<file path="config.mk">
export PLATFORM = sky130hd
export DESIGN_NAME = move_command_sequencer
export DESIGN_NICKNAME = d
export VERILOG_FILES = /design/src/rtl/move_command_sequencer.sv
export SDC_FILE = /design/constraint.sdc
export NUM_CORES = 1
export LEC_CHECK = 0
export CAP_MARGIN = 20
export CELL_PAD_IN_SITES_DETAIL_PLACEMENT = 2
export CELL_PAD_IN_SITES_GLOBAL_PLACEMENT = 2
export CORE_UTILIZATION = 30
export CTS_BUF_LIST = sky130_fd_sc_hd__clkbuf_2
export DETAILED_ROUTE_END_ITERATION = 8
export GPL_ROUTABILITY_DRIVEN = 0
export PLACE_DENSITY = 0.71
export SETUP_SLACK_MARGIN = 0.02
export SYNTH_ARGS = -nofsm -noshare
export SYNTH_HDL_FRONTEND = slang
export SYNTH_SLANG_ARGS = --single-unit
</file>
<file path="constraint.sdc">
create_clock -name clock -period 3.29 [get_ports clock]
set_input_delay 0.8225 -clock clock [delete_from_list [all_inputs] [get_ports clock]]
set_output_delay 0.8225 -clock clock [all_outputs]
set_load 0.05 [all_outputs]
</file>
<file path="src/rtl/move_command_sequencer.sv">
// move_command_sequencer: queues rover move commands ({angle[11:7], distance[6:0]}) in a
// small FIFO and issues them one at a time to the motor signal stream. It waits for move_done,
// inserts a settle gap after each move, faults on a per-move timeout and supports abort.
// Ports: clock, reset (async, active low); cmd_valid/cmd_data/cmd_accept (push side);
//   abort, clear_fault, move_done (control in); command_ready/command/motor_abort (to motor
//   stream); busy, queue_count, fault, moves_completed, state (status/debug).
module move_command_sequencer #(
  parameter int DEPTH          = 8,
  parameter int ADDR_W         = 3,
  parameter int SETTLE_CYCLES  = 12500000,
  parameter int TIMEOUT_CYCLES = 250000000
) (
  input  logic              clock,
  input  logic              reset,
  input  logic              cmd_valid,
  input  logic [11:0]       cmd_data,
  output logic              cmd_accept,
  input  logic              abort,
  input  logic              clear_fault,
  input  logic              move_done,
  output logic              command_ready,
  output logic [11:0]       command,
  output logic              motor_abort,
  output logic              busy,
  output logic [ADDR_W:0]   queue_count,
  output logic              fault,
  output logic [7:0]        moves_completed,
  output logic [2:0]        state
);

  localparam logic [2:0] S_IDLE   = 3'd0;
  localparam logic [2:0] S_ISSUE  = 3'd1;
  localparam logic [2:0] S_WAIT   = 3'd2;
  localparam logic [2:0] S_SETTLE = 3'd3;
  localparam logic [2:0] S_FAULT  = 3'd4;

  localparam logic [ADDR_W:0] FULL_COUNT  = DEPTH[ADDR_W:0];
  localparam logic [31:0]     TIMER_LAST  = TIMEOUT_CYCLES - 1;
  // A zero settle length still spends one cycle in SETTLE.
  localparam logic [31:0]     SETTLE_LAST = (SETTLE_CYCLES <= 1) ? 0 : SETTLE_CYCLES - 1;

  // FIFO storage and pointers
  logic [11:0]       mem [DEPTH];
  logic [ADDR_W-1:0] wr_ptr;
  logic [ADDR_W-1:0] rd_ptr;
  logic [11:0]       head;

  // Counters
  logic [31:0] timer;
  logic [31:0] settle_cnt;

  // Decoded events
  logic abort_hit;
  logic timeout_hit;
  logic flush;
  logic push;
  logic pop;
  logic head_ok;
  logic load_cmd;

  // Next-state / next-output values
  logic [2:0]  state_nxt;
  logic        command_ready_nxt;
  logic        motor_abort_nxt;
  logic        fault_nxt;
  logic        busy_nxt;
  logic [7:0]  moves_nxt;
  logic [31:0] timer_nxt;
  logic [31:0] settle_nxt;

  // ---------------------------------------------------------------------------
  // Event decode
  // ---------------------------------------------------------------------------
  assign cmd_accept = (queue_count != FULL_COUNT) && (state != S_FAULT);

  assign head    = mem[rd_ptr];
  // angle==0 or distance==0 would underflow the motor stream; this also covers 12'h000.
  assign head_ok = (head[11:7] != 5'd0) && (head[6:0] != 7'd0);

  assign abort_hit   = abort && (state != S_FAULT);
  // move_done and abort both outrank the timeout.
  assign timeout_hit = (state == S_WAIT) && !move_done && !abort_hit && (timer == TIMER_LAST);
  assign flush       = abort_hit || timeout_hit;
  // A push coinciding with a flush is dropped.
  assign push        = cmd_valid && cmd_accept && !flush;
  assign pop         = (state == S_IDLE) && (queue_count != '0) && !abort_hit;

  // ---------------------------------------------------------------------------
  // FSM: state register
  // ---------------------------------------------------------------------------
  always_ff @(posedge clock or negedge reset) begin
    if (!reset) begin
      state <= S_IDLE;
    end else begin
      state <= state_nxt;
    end
  end

  // ---------------------------------------------------------------------------
  // FSM: next state
  // ---------------------------------------------------------------------------
  always_comb begin
    state_nxt = state;
    case (state)
      S_IDLE: begin
        // Invalid heads are popped and dropped without leaving IDLE.
        if (pop && head_ok) state_nxt = S_ISSUE;
      end
      S_ISSUE: begin
        state_nxt = abort_hit ? S_IDLE : S_WAIT;
      end
      S_WAIT: begin
        if (abort_hit)        state_nxt = S_IDLE;
        else if (move_done)   state_nxt = S_SETTLE;
        else if (timeout_hit) state_nxt = S_FAULT;
      end
      S_SETTLE: begin
        if (abort_hit || (settle_cnt == SETTLE_LAST)) state_nxt = S_IDLE;
      end
      S_FAULT: begin
        if (clear_fault) state_nxt = S_IDLE;
      end
      default: state_nxt = S_IDLE;
    endcase
  end

  // ---------------------------------------------------------------------------
  // FSM: outputs (next values of the registered outputs and counters)
  // ---------------------------------------------------------------------------
  always_comb begin
    load_cmd   = 1'b0;
    fault_nxt  = fault;
    moves_nxt  = moves_completed;
    timer_nxt  = timer;
    settle_nxt = settle_cnt;
    case (state)
      S_IDLE: begin
        load_cmd = pop && head_ok;
      end
      S_ISSUE: begin
        timer_nxt = '0;
      end
      S_WAIT: begin
        timer_nxt = timer + 32'd1;
        if (move_done && !abort_hit) begin
          moves_nxt  = moves_completed + 8'd1;
          settle_nxt = '0;
        end
      end
      S_SETTLE: begin
        settle_nxt = settle_cnt + 32'd1;
      end
      S_FAULT: begin
        if (clear_fault) fault_nxt = 1'b0;
      end
      default: begin
        load_cmd = 1'b0;
      end
    endcase
    if (timeout_hit) fault_nxt = 1'b1;
    // The strobe is registered so it is high exactly during the ISSUE cycle.
    command_ready_nxt = (state_nxt == S_ISSUE);
    // Aborting from IDLE or SETTLE has no motor activity to stop.
    motor_abort_nxt   = timeout_hit ||
                        (abort_hit && ((state == S_ISSUE) || (state == S_WAIT)));
    busy_nxt          = (state_nxt != S_IDLE);
  end

  // ---------------------------------------------------------------------------
  // Registered outputs and counters
  // ---------------------------------------------------------------------------
  always_ff @(posedge clock or negedge reset) begin
    if (!reset) begin
      command         <= '0;
      command_ready   <= 1'b0;
      motor_abort     <= 1'b0;
      fault           <= 1'b0;
      busy            <= 1'b0;
      moves_completed <= '0;
      timer           <= '0;
      settle_cnt      <= '0;
    end else begin
      if (load_cmd) command <= head;
      command_ready   <= command_ready_nxt;
      motor_abort     <= motor_abort_nxt;
      fault           <= fault_nxt;
      busy            <= busy_nxt;
      moves_completed <= moves_nxt;
      timer           <= timer_nxt;
      settle_cnt      <= settle_nxt;
    end
  end

  // ---------------------------------------------------------------------------
  // FIFO pointers and occupancy
  // ---------------------------------------------------------------------------
  always_ff @(posedge clock or negedge reset) begin
    if (!reset) begin
      wr_ptr      <= '0;
      rd_ptr      <= '0;
      queue_count <= '0;
    end else if (flush) begin
      wr_ptr      <= '0;
      rd_ptr      <= '0;
      queue_count <= '0;
    end else begin
      // Pointers wrap naturally at DEPTH (power of two).
      if (push) wr_ptr <= wr_ptr + 1'b1;
      if (pop)  rd_ptr <= rd_ptr + 1'b1;
      case ({push, pop})
        2'b10:   queue_count <= queue_count + 1'b1;
        2'b01:   queue_count <= queue_count - 1'b1;
        default: queue_count <= queue_count;
      endcase
    end
  end

  // Storage needs no reset: occupancy alone decides what is valid.
  always_ff @(posedge clock) begin
    if (push) mem[wr_ptr] <= cmd_data;
  end

endmodule

</file>
==> metrics <==
worst hold path type in2async; Num CTS Buffers 17; DR WL met3 417 µm; Rel. slew slack 32.9%; min Tclk post-route 3.12 ns; Mapped Area 0.00888 mm²; # rows slightly above 60; later-pin clock latency in the skew report roughly 0.83 ns; critical path's top delay family buffers and inverters; Cells after Synth 690; status finished clean; GRT overflow 0; Initial Util 30.7%; initial antenna violation count 1; number of fill cells 2985; Slowest cell on crit path clkdlybuf4s50_1; startpoint type of the worst setup path flop; Final Setup Violations 0; Pleak approximately 3.9 nW; prevailing post-synth register cell dfrtp_1; CTS clock-pin slew for the worst setup and hold paths between 0.3 and 0.4 ns; Final HPWL DP 16900 µm; CP Max Fanout 10; Final ANT Viol Nets 0; initial drt markers 294; TritonCTS clock tree done; Crit path arrival time 2.30 ns; Sink Count 197; Tot Pwr 7.00 mW; met2 WL approximately 12000 µm; vias 6106; max cap viols 0; Routed WL per cell 20.6 µm; worst hold margin between 0.4 and 0.5 ns; CP peak stage delay 0.88 ns; crit-path cells clkdlybuf4s50_1; fraction of registers with async set or reset after synthesis roughly 51%; vias in the first global route between 6000 and 7000; area leader, netlist edfxtp_1; Top Layer Used met4; largest net degree at the start of global routing 47; DRT Pass-1 Iters 4; Mapped Avg Cell Area 12.9 µm²; Clock Skews 0.0880 ns; DIE AREA 0.0303 mm²; FMAX 0.320 GHz; Req. time, crit path ~2.5 ns; CORE AREA 0.0289 mm²; chip width roughly 170 µm; Post-CTS Setup Inserts 0; share of the yosys chip area belonging to registers 60.9%; share of layout cells above drive strength 1 around 16%; wirelength, routed 24000 µm; port buffer count 49; Cell variety after synth 71; Worst Setup End Kind primary output; Max Slew Vio Count 0; register bit total from synthesis 197; Final Cycle Share 94.9%; RSZ-0062 raised after global routing false; Synthesized Nets 715; Slew @ Worst Pin 1.00 ns; VDD IR max 0.432 mV; IO Pins 50; nets@finish ~790; Synth area leaders edfxtp_1, dfrtp_1, mux4_2; Fin. Hold Viols 0; yosys warns 0; Residual DRC 0; area grow syn2layout 16.6%; EDFF count, synth 96; die height 174 µm; first-pass GRT wire length 38600 µm; clk buf depth 2; GRT Total Usage between 10% and 20%; CTS HTree Levels 4; Metal-1 WL 10900 µm; CP Buf/Inv Count 1; PD cells a little under 700 mW/mm²; DR vias/cell 5.25; post-synth top area share around 32%; Crit Path Category reg2out; Root Driver clkbuf_2
[layer usage]
metal,global-route usage [%],vias up
met5,0,-
met4,4.13,0
met3,2.47,14
met2,29.1,73
met1,21.3,3232
li1,-,2787
[power by group]
group	total (mW)	switching (mW)	leakage, nW	internal [mW]
combinational	2.39	1.44	1.53	0.949
clock	1.31	1.02	0.159	0.283
sequential	3.30	0.382	2.22	2.92
[logic make-up after synthesis]
family	Yosys count	synth area share (%)
flip-flops	197	60.9
adder cells (fa/ha/maj)	7	0.986
buffers and inverters	39	2.23
AND/OR/NAND/NOR	247	15.1
multiplexers	58	10.0
XOR/XNOR	19	1.87
AO/OA/AOI/OAI	123	8.82
[registers in the layout, summed over array words and instances (netlist names), 3 cells and up]
name and count:
wr_ptr 3, queue_count 4, state 3, command 12, timer 32, settle_cnt 32
mem 96, moves_completed 8, rd_ptr 3
[cell type report]
| type | instances | area (µm²) | share of cell area (%) |
|---|---|---|---|
| tap | 384 | 480 | 4.64 |
| clock buffer | 17 | 85.1 | 0.822 |
| clock inverter | 15 | 189 | 1.82 |
| inverter | 10 | 37.5 | 0.362 |
| multi-input combinational | 454 | 3290 | 31.8 |
| sequential | 197 | 5410 | 52.3 |
| antenna | 2 | 5.00 | 0.0483 |
| timing repair buffer | 83 | 853 | 8.24 |
[per-stage QoR]
step / TNS (ns) / worst slack, ns / instances / util (%) / area, µm²
6_report: 0 / 0.169 / 1162 / 35.8 / 10400
5_1_grt: 0 / 0.0544 / 1162 / 35.8 / 10400
4_1_cts: 0 / 0.0501 / 1158 / 35.7 / 10300
3_5_place_dp: -25.56 / -0.384 / 1125 / 34.7 / 10000
3_3_place_gp: -22.09 / -0.315 / 1125 / 34.7 / 10000
2_1_floorplan: 0 / 0.0889 / 690 / - / 8880
[cell usage in the layout (no fill, tap or decap), drive strengths merged, types with 9 or more instances in the layout]
cell type,Yosys,final
dfrtp,101,101
o21ai,50,50
mux4,24,24
o31ai,13,13
nand3,36,36
nor2,40,40
and3,13,13
mux2,9,9
mux2i,25,25
xnor2,14,14
a31oi,9,9
edfxtp,96,96
nor3,11,11
clkdlybuf4s50,0,46
nand2,73,73
nor4,10,10
buf,11,35
o211ai,9,9
inv,9,18
a21oi,18,18
nand4,21,21
clkbuf,18,17
[Yosys cell counts (5+ instances only)]
master,n
o31ai_1,13
clkbuf_1,15
nand4_1,21
a21oi_1,17
mux2_2,8
nor2_1,40
nor4_1,8
nand3_1,35
nor3_1,11
xor2_1,5
and4_1,7
o21ai_0,50
dfrtp_1,101
edfxtp_1,96
nand2_1,70
a31oi_1,9
and2_1,5
mux2i_1,25
o41ai_1,5
and3_1,11
xnor2_1,14
mux4_2,24
ha_1,7
o211ai_1,8
inv_1,9
[final timing paths]
| kind | startpoint | to | slack [ns] | cells past startpoint |
|---|---|---|---|---|
| max in group asynchronous | reset | timer[20] | 2.07 | 3 |
| worst min register to register | moves_completed[7] | moves_completed[7] | 0.50 | 1 |
| min in group clock | moves_completed[7] | moves_completed[7] | 0.50 | 1 |
| worst max-delay path | state[1] | state[1] | 0.17 | 1 |
| worst min-delay path | reset | moves_completed[7] | 0.46 | 2 |
| worst max register to register | state[1] | mem[0][5] | 0.48 | 5 |
[what timing repair did]
| item | CTS | global route |
|---|---|---|
| pin swaps | 0 | 0 |
| gates resized for setup | 2 | 2 |
| hold endpoints to repair | 29 | 0 |
| cloned | 0 | 0 |
| hold buffers | 1 | 0 |
| setup endpoints to repair | 1 | 2 |
No activity file was read; power rests on OpenSTA's default activity.
==> patch 1: new RTL, same flow settings <==
Put one more register stage on the output `queue_count`, without a reset. The value now appears one clock later. The other outputs are not delayed to match.
--- a/src/rtl/move_command_sequencer.sv
+++ b/src/rtl/move_command_sequencer.sv
@@ -41,2 +41,4 @@
 
+  logic [ADDR_W:0] queue_count_s0;
+
   // FIFO storage and pointers
@@ -73,3 +75,3 @@
   // ---------------------------------------------------------------------------
-  assign cmd_accept = (queue_count != FULL_COUNT) && (state != S_FAULT);
+  assign cmd_accept = (queue_count_s0 != FULL_COUNT) && (state != S_FAULT);
 
@@ -85,3 +87,3 @@
   assign push        = cmd_valid && cmd_accept && !flush;
-  assign pop         = (state == S_IDLE) && (queue_count != '0) && !abort_hit;
+  assign pop         = (state == S_IDLE) && (queue_count_s0 != '0) && !abort_hit;
 
@@ -200,3 +202,3 @@
       rd_ptr      <= '0;
-      queue_count <= '0;
+      queue_count_s0 <= '0;
     end else if (flush) begin
@@ -204,3 +206,3 @@
       rd_ptr      <= '0;
-      queue_count <= '0;
+      queue_count_s0 <= '0;
     end else begin
@@ -210,5 +212,5 @@
       case ({push, pop})
-        2'b10:   queue_count <= queue_count + 1'b1;
-        2'b01:   queue_count <= queue_count - 1'b1;
-        default: queue_count <= queue_count;
+        2'b10:   queue_count_s0 <= queue_count_s0 + 1'b1;
+        2'b01:   queue_count_s0 <= queue_count_s0 - 1'b1;
+        default: queue_count_s0 <= queue_count_s0;
       endcase
@@ -222,2 +224,6 @@
 
+  always_ff @(posedge clock) begin
+    queue_count <= queue_count_s0;
+  end
+
 endmodule
Check against the original RTL: not equivalent (Yosys sat finds a counterexample within 4 cycles, from zero or initial values and one cycle with reset low).
==> patch 1 against the unedited design <==
- sequential cell count up 4
- setup slack better by 0.0094 ns
- first-iteration DRC count down 24%
- cell area up 1.6%
- wire length up 0.74%
- power up 4.6%
- area after synthesis down 1.4%
- combinational power down 11%
- count of clock-buffer cells in the layout up 66
- highest routed layer unchanged
==> patch 1: results (changes against the unedited design) <==
[layout]
non_clock_buffer_count=91  ; was 83
nets=841  ; was 788
buffer_area_share_pct=8.21  ; was 8.24%
final_core_util_pct=36.7  ; was 35.8%
diodes=1  ; was 2
seq_area_um2=5490  ; was 5410 um^2

[placement]
dp_hpwl_mm=16.9  ; about the same
dp.cells=1138  ; was 1125
dpl_cell_area_um2=9930  ; was 10000 um^2

[critical_path]
worstPathMaxFanout=13  ; was 10
cpLargestDelayFamily=simple AND/OR/NAND/NOR gates  ; was buffers and inverters

[synth]
synth_area_leaders=edfxtp_1 33%, dfrtp_1 29%, mux4_2 5.4%  ; was edfxtp_1 32%, dfrtp_1 28%, mux4_2 6.1%
async_reset_ff_share_pct=50.2  ; was 51.3%
synth_xor_area_share_pct=1.60  ; was 1.87%
synthAdderAreaFrac_pct=1.00  ; was 0.986%
synth.avg_cell_area_um2=12.5  ; was 12.9 um^2
synth_compound_area_share_pct=8.52  ; was 8.82%

[power_and_ir_drop]
powerComb_mw=2.13  ; was 2.39 mW
vdd_ir_drop_max_uv=447  ; was 432 uV

[global_routing]
grt_max_degree=45  ; was 47
track_usage_pct=16.7  ; was 16.6%

[clock_tree]
numCtsBuffers=52  ; was 17
clk_pin_slew_ns=0.11  ; was 0.35 ns

[run_status]
status=finished, final reports clean  ; unchanged

[drt]
viasPerCell=5.02  ; was 5.25

==> patch 1: worst paths after layout <==
| kind | from | end | slack [ns] |
|---|---|---|---|
| worst max-delay path | rd_ptr[0] | busy | 0.18 |
| worst min-delay path | reset | settle_cnt[7] | 0.47 |
| worst max register to register | rd_ptr[0] | busy | 0.18 |
| worst min register to register | queue_count_s0[2] | queue_count[2] | 0.47 |
| max in group asynchronous | reset | settle_cnt[29] | 2.02 |
| min in group clock | queue_count_s0[2] | queue_count[2] | 0.47 |
==> patch 1: per-layer routing <==
| metal | share of wire (%) | global-route usage [%] | vias to the layer above |
|---|---|---|---|
| met5 | 0 | 0 | - |
| met4 | 2.6 | 6.01 | 0 |
| met3 | 4.1 | 3.28 | 52 |
| met2 | 49 | 28.3 | 111 |
| met1 | 44 | 21.3 | 3180 |
| li1 | - | - | 2893 |
==> patch 2: new RTL, same flow settings <==
Without the edit above. The parameter `SETTLE_CYCLES` goes from 12500000 to 6250000.
--- a/src/rtl/move_command_sequencer.sv
+++ b/src/rtl/move_command_sequencer.sv
@@ -9,3 +9,3 @@
   parameter int ADDR_W         = 3,
-  parameter int SETTLE_CYCLES  = 12500000,
+  parameter int SETTLE_CYCLES  = 6250000,
   parameter int TIMEOUT_CYCLES = 250000000
Function: same outputs for any inputs over 10 cycles, from zero or initial values and one cycle with reset low; that may be too few to reach the edited logic, so the function may still have changed.
==> patch 2 against the unedited design <==
- sequential cell count did not move
- power decreased by 0.60%
- wire length is 6.1% higher
- non-clock buffer count increased by 15
- largest cell class unchanged
- sequential share of layout area down 0.081 points
- maximum frequency is 2.2% higher
- area after synthesis is 0.63% lower
- cell area is 0.11% higher
- setup slack better by 0.067 ns
- largest power group unchanged
==> patch 2: results (changes against the unedited design) <==
[layout]
n_fill_cell=3012  ; was 2985
nets=828  ; was 788

[critical_path]
worstPathMaxFanout=8  ; was 10
crit_end=queue_count[1]  ; was state[1]
rrSetupSlack_ns=0.26  ; was 0.48 ns
startpoint=queue_count[1]  ; was state[1]
rr_endpoint=busy  ; was mem[0][5]

[timing]
finClkSkew_ns=0.0502  ; was 0.0880 ns

[synth]
synthAdderAreaFrac_pct=0.993  ; was 0.986%
synth-seq-area-share_pct=61.3  ; was 60.9%
synth_area_leaders=edfxtp_1 33%, dfrtp_1 29%, mux4_2 4.1%  ; was edfxtp_1 32%, dfrtp_1 28%, mux4_2 6.1%
synthCells=717  ; was 690
ys_types=62  ; was 71
synthMuxAreaShare_pct=8.91  ; was 10.0%
synth_compound_area_share_pct=10.0  ; was 8.82%
synthTopCellsByCount=101 x dfrtp_1, 96 x edfxtp_1, 86 x nand2_1  ; was 101 x dfrtp_1, 96 x edfxtp_1, 70 x nand2_1

[drt]
wl_met2_mm=12.5  ; was 12.4 mm
wl_met1_mm=11.7  ; was 10.9 mm
wl_per_cell_um=21.2  ; was 20.6 um
drtIter0Drc=441  ; was 294
wl_met3_um=833  ; was 417 um
viasPerCell=5.24  ; was 5.25

[global_routing]
grtUsageMet3_pct=2.63  ; was 2.47%
grt_max_degree=48  ; was 47
grt_use_met1_pct=23.3  ; was 21.3%
grt_pass1_vias=6904  ; was 6751
track_usage_pct=17.5  ; was 16.6%

[run_status]
status=finished, final reports clean  ; unchanged

[clock_tree]
clk_pin_slew_ns=0.30  ; was 0.35 ns

[power_and_ir_drop]
p_int_mw=4.18  ; was 4.15 mW

[placement]
dp_hpwl_mm=18.8  ; was 16.9 mm
dp.cells=1162  ; was 1125

[patch 2: changes by cell type in the layout (fill, tap and decap cells not counted), sizes merged, moves of 4 or more]
| cell | delta |
|---|---|
| o41ai | -4 |
| nor3b | +4 |
| nand2 | +13 |
| inv | -6 |
| a21oi | -5 |
| mux2 | +11 |
| buf | +15 |
| a22o | +4 |
| mux4 | -8 |
| o22ai | +11 |
| mux2i | -5 |
[patch 2: power groups by stage]
stage	Clock [mW]	Combinational, mW	Sequential [mW]
6_report	1.21	2.47	3.27
5_1_grt	1.34	2.67	3.33
3_5_place_dp	0	2.49	3.32
4_1_cts	1.27	2.50	3.28
3_3_place_gp	0	2.39	3.30
2_1_floorplan	0	1.07	3.68
[patch 2: timing repair]
| item | CTS | global route |
|---|---|---|
| setup endpoints to repair | 1 | 1 |
| resized for setup | 7 | 1 |
| cloned | 0 | 0 |
| hold buffers | 1 | 0 |
| hold endpoints to repair | 43 | 0 |
[patch 2: per-stage QoR]
step           setup TNS [ns]  utilization, %  worst slack [ns]  instance area (um^2)
2_1_floorplan               0               -            0.0777                  8820
3_3_place_gp            -4.71            34.9            -0.125                 10100
3_5_place_dp           -18.59            34.9            -0.300                 10100
4_1_cts                     0            35.8            0.0354                 10300
5_1_grt                     0            36.0            0.0836                 10400
6_report                    0            36.0             0.236                 10400
[patch 2: layout make-up]
| type | count | share of cell area, % |
|---|---|---|
| flip-flops and latches | 197 | 52.2 |
| multi-input cells | 481 | 31.7 |
| repair buffers | 98 | 8.88 |
| well taps | 384 | 4.63 |
| clock inverters | 14 | 1.44 |
| clock buffers | 18 | 0.869 |
| inverters | 8 | 0.290 |
| diodes | 1 | 0.0241 |
[patch 2: worst max-delay path, stage by stage (launching register included)]
cell,delay [ns]
dfrtp_1,0.44
buf_4,0.18
clkdlybuf4s50_1,0.82
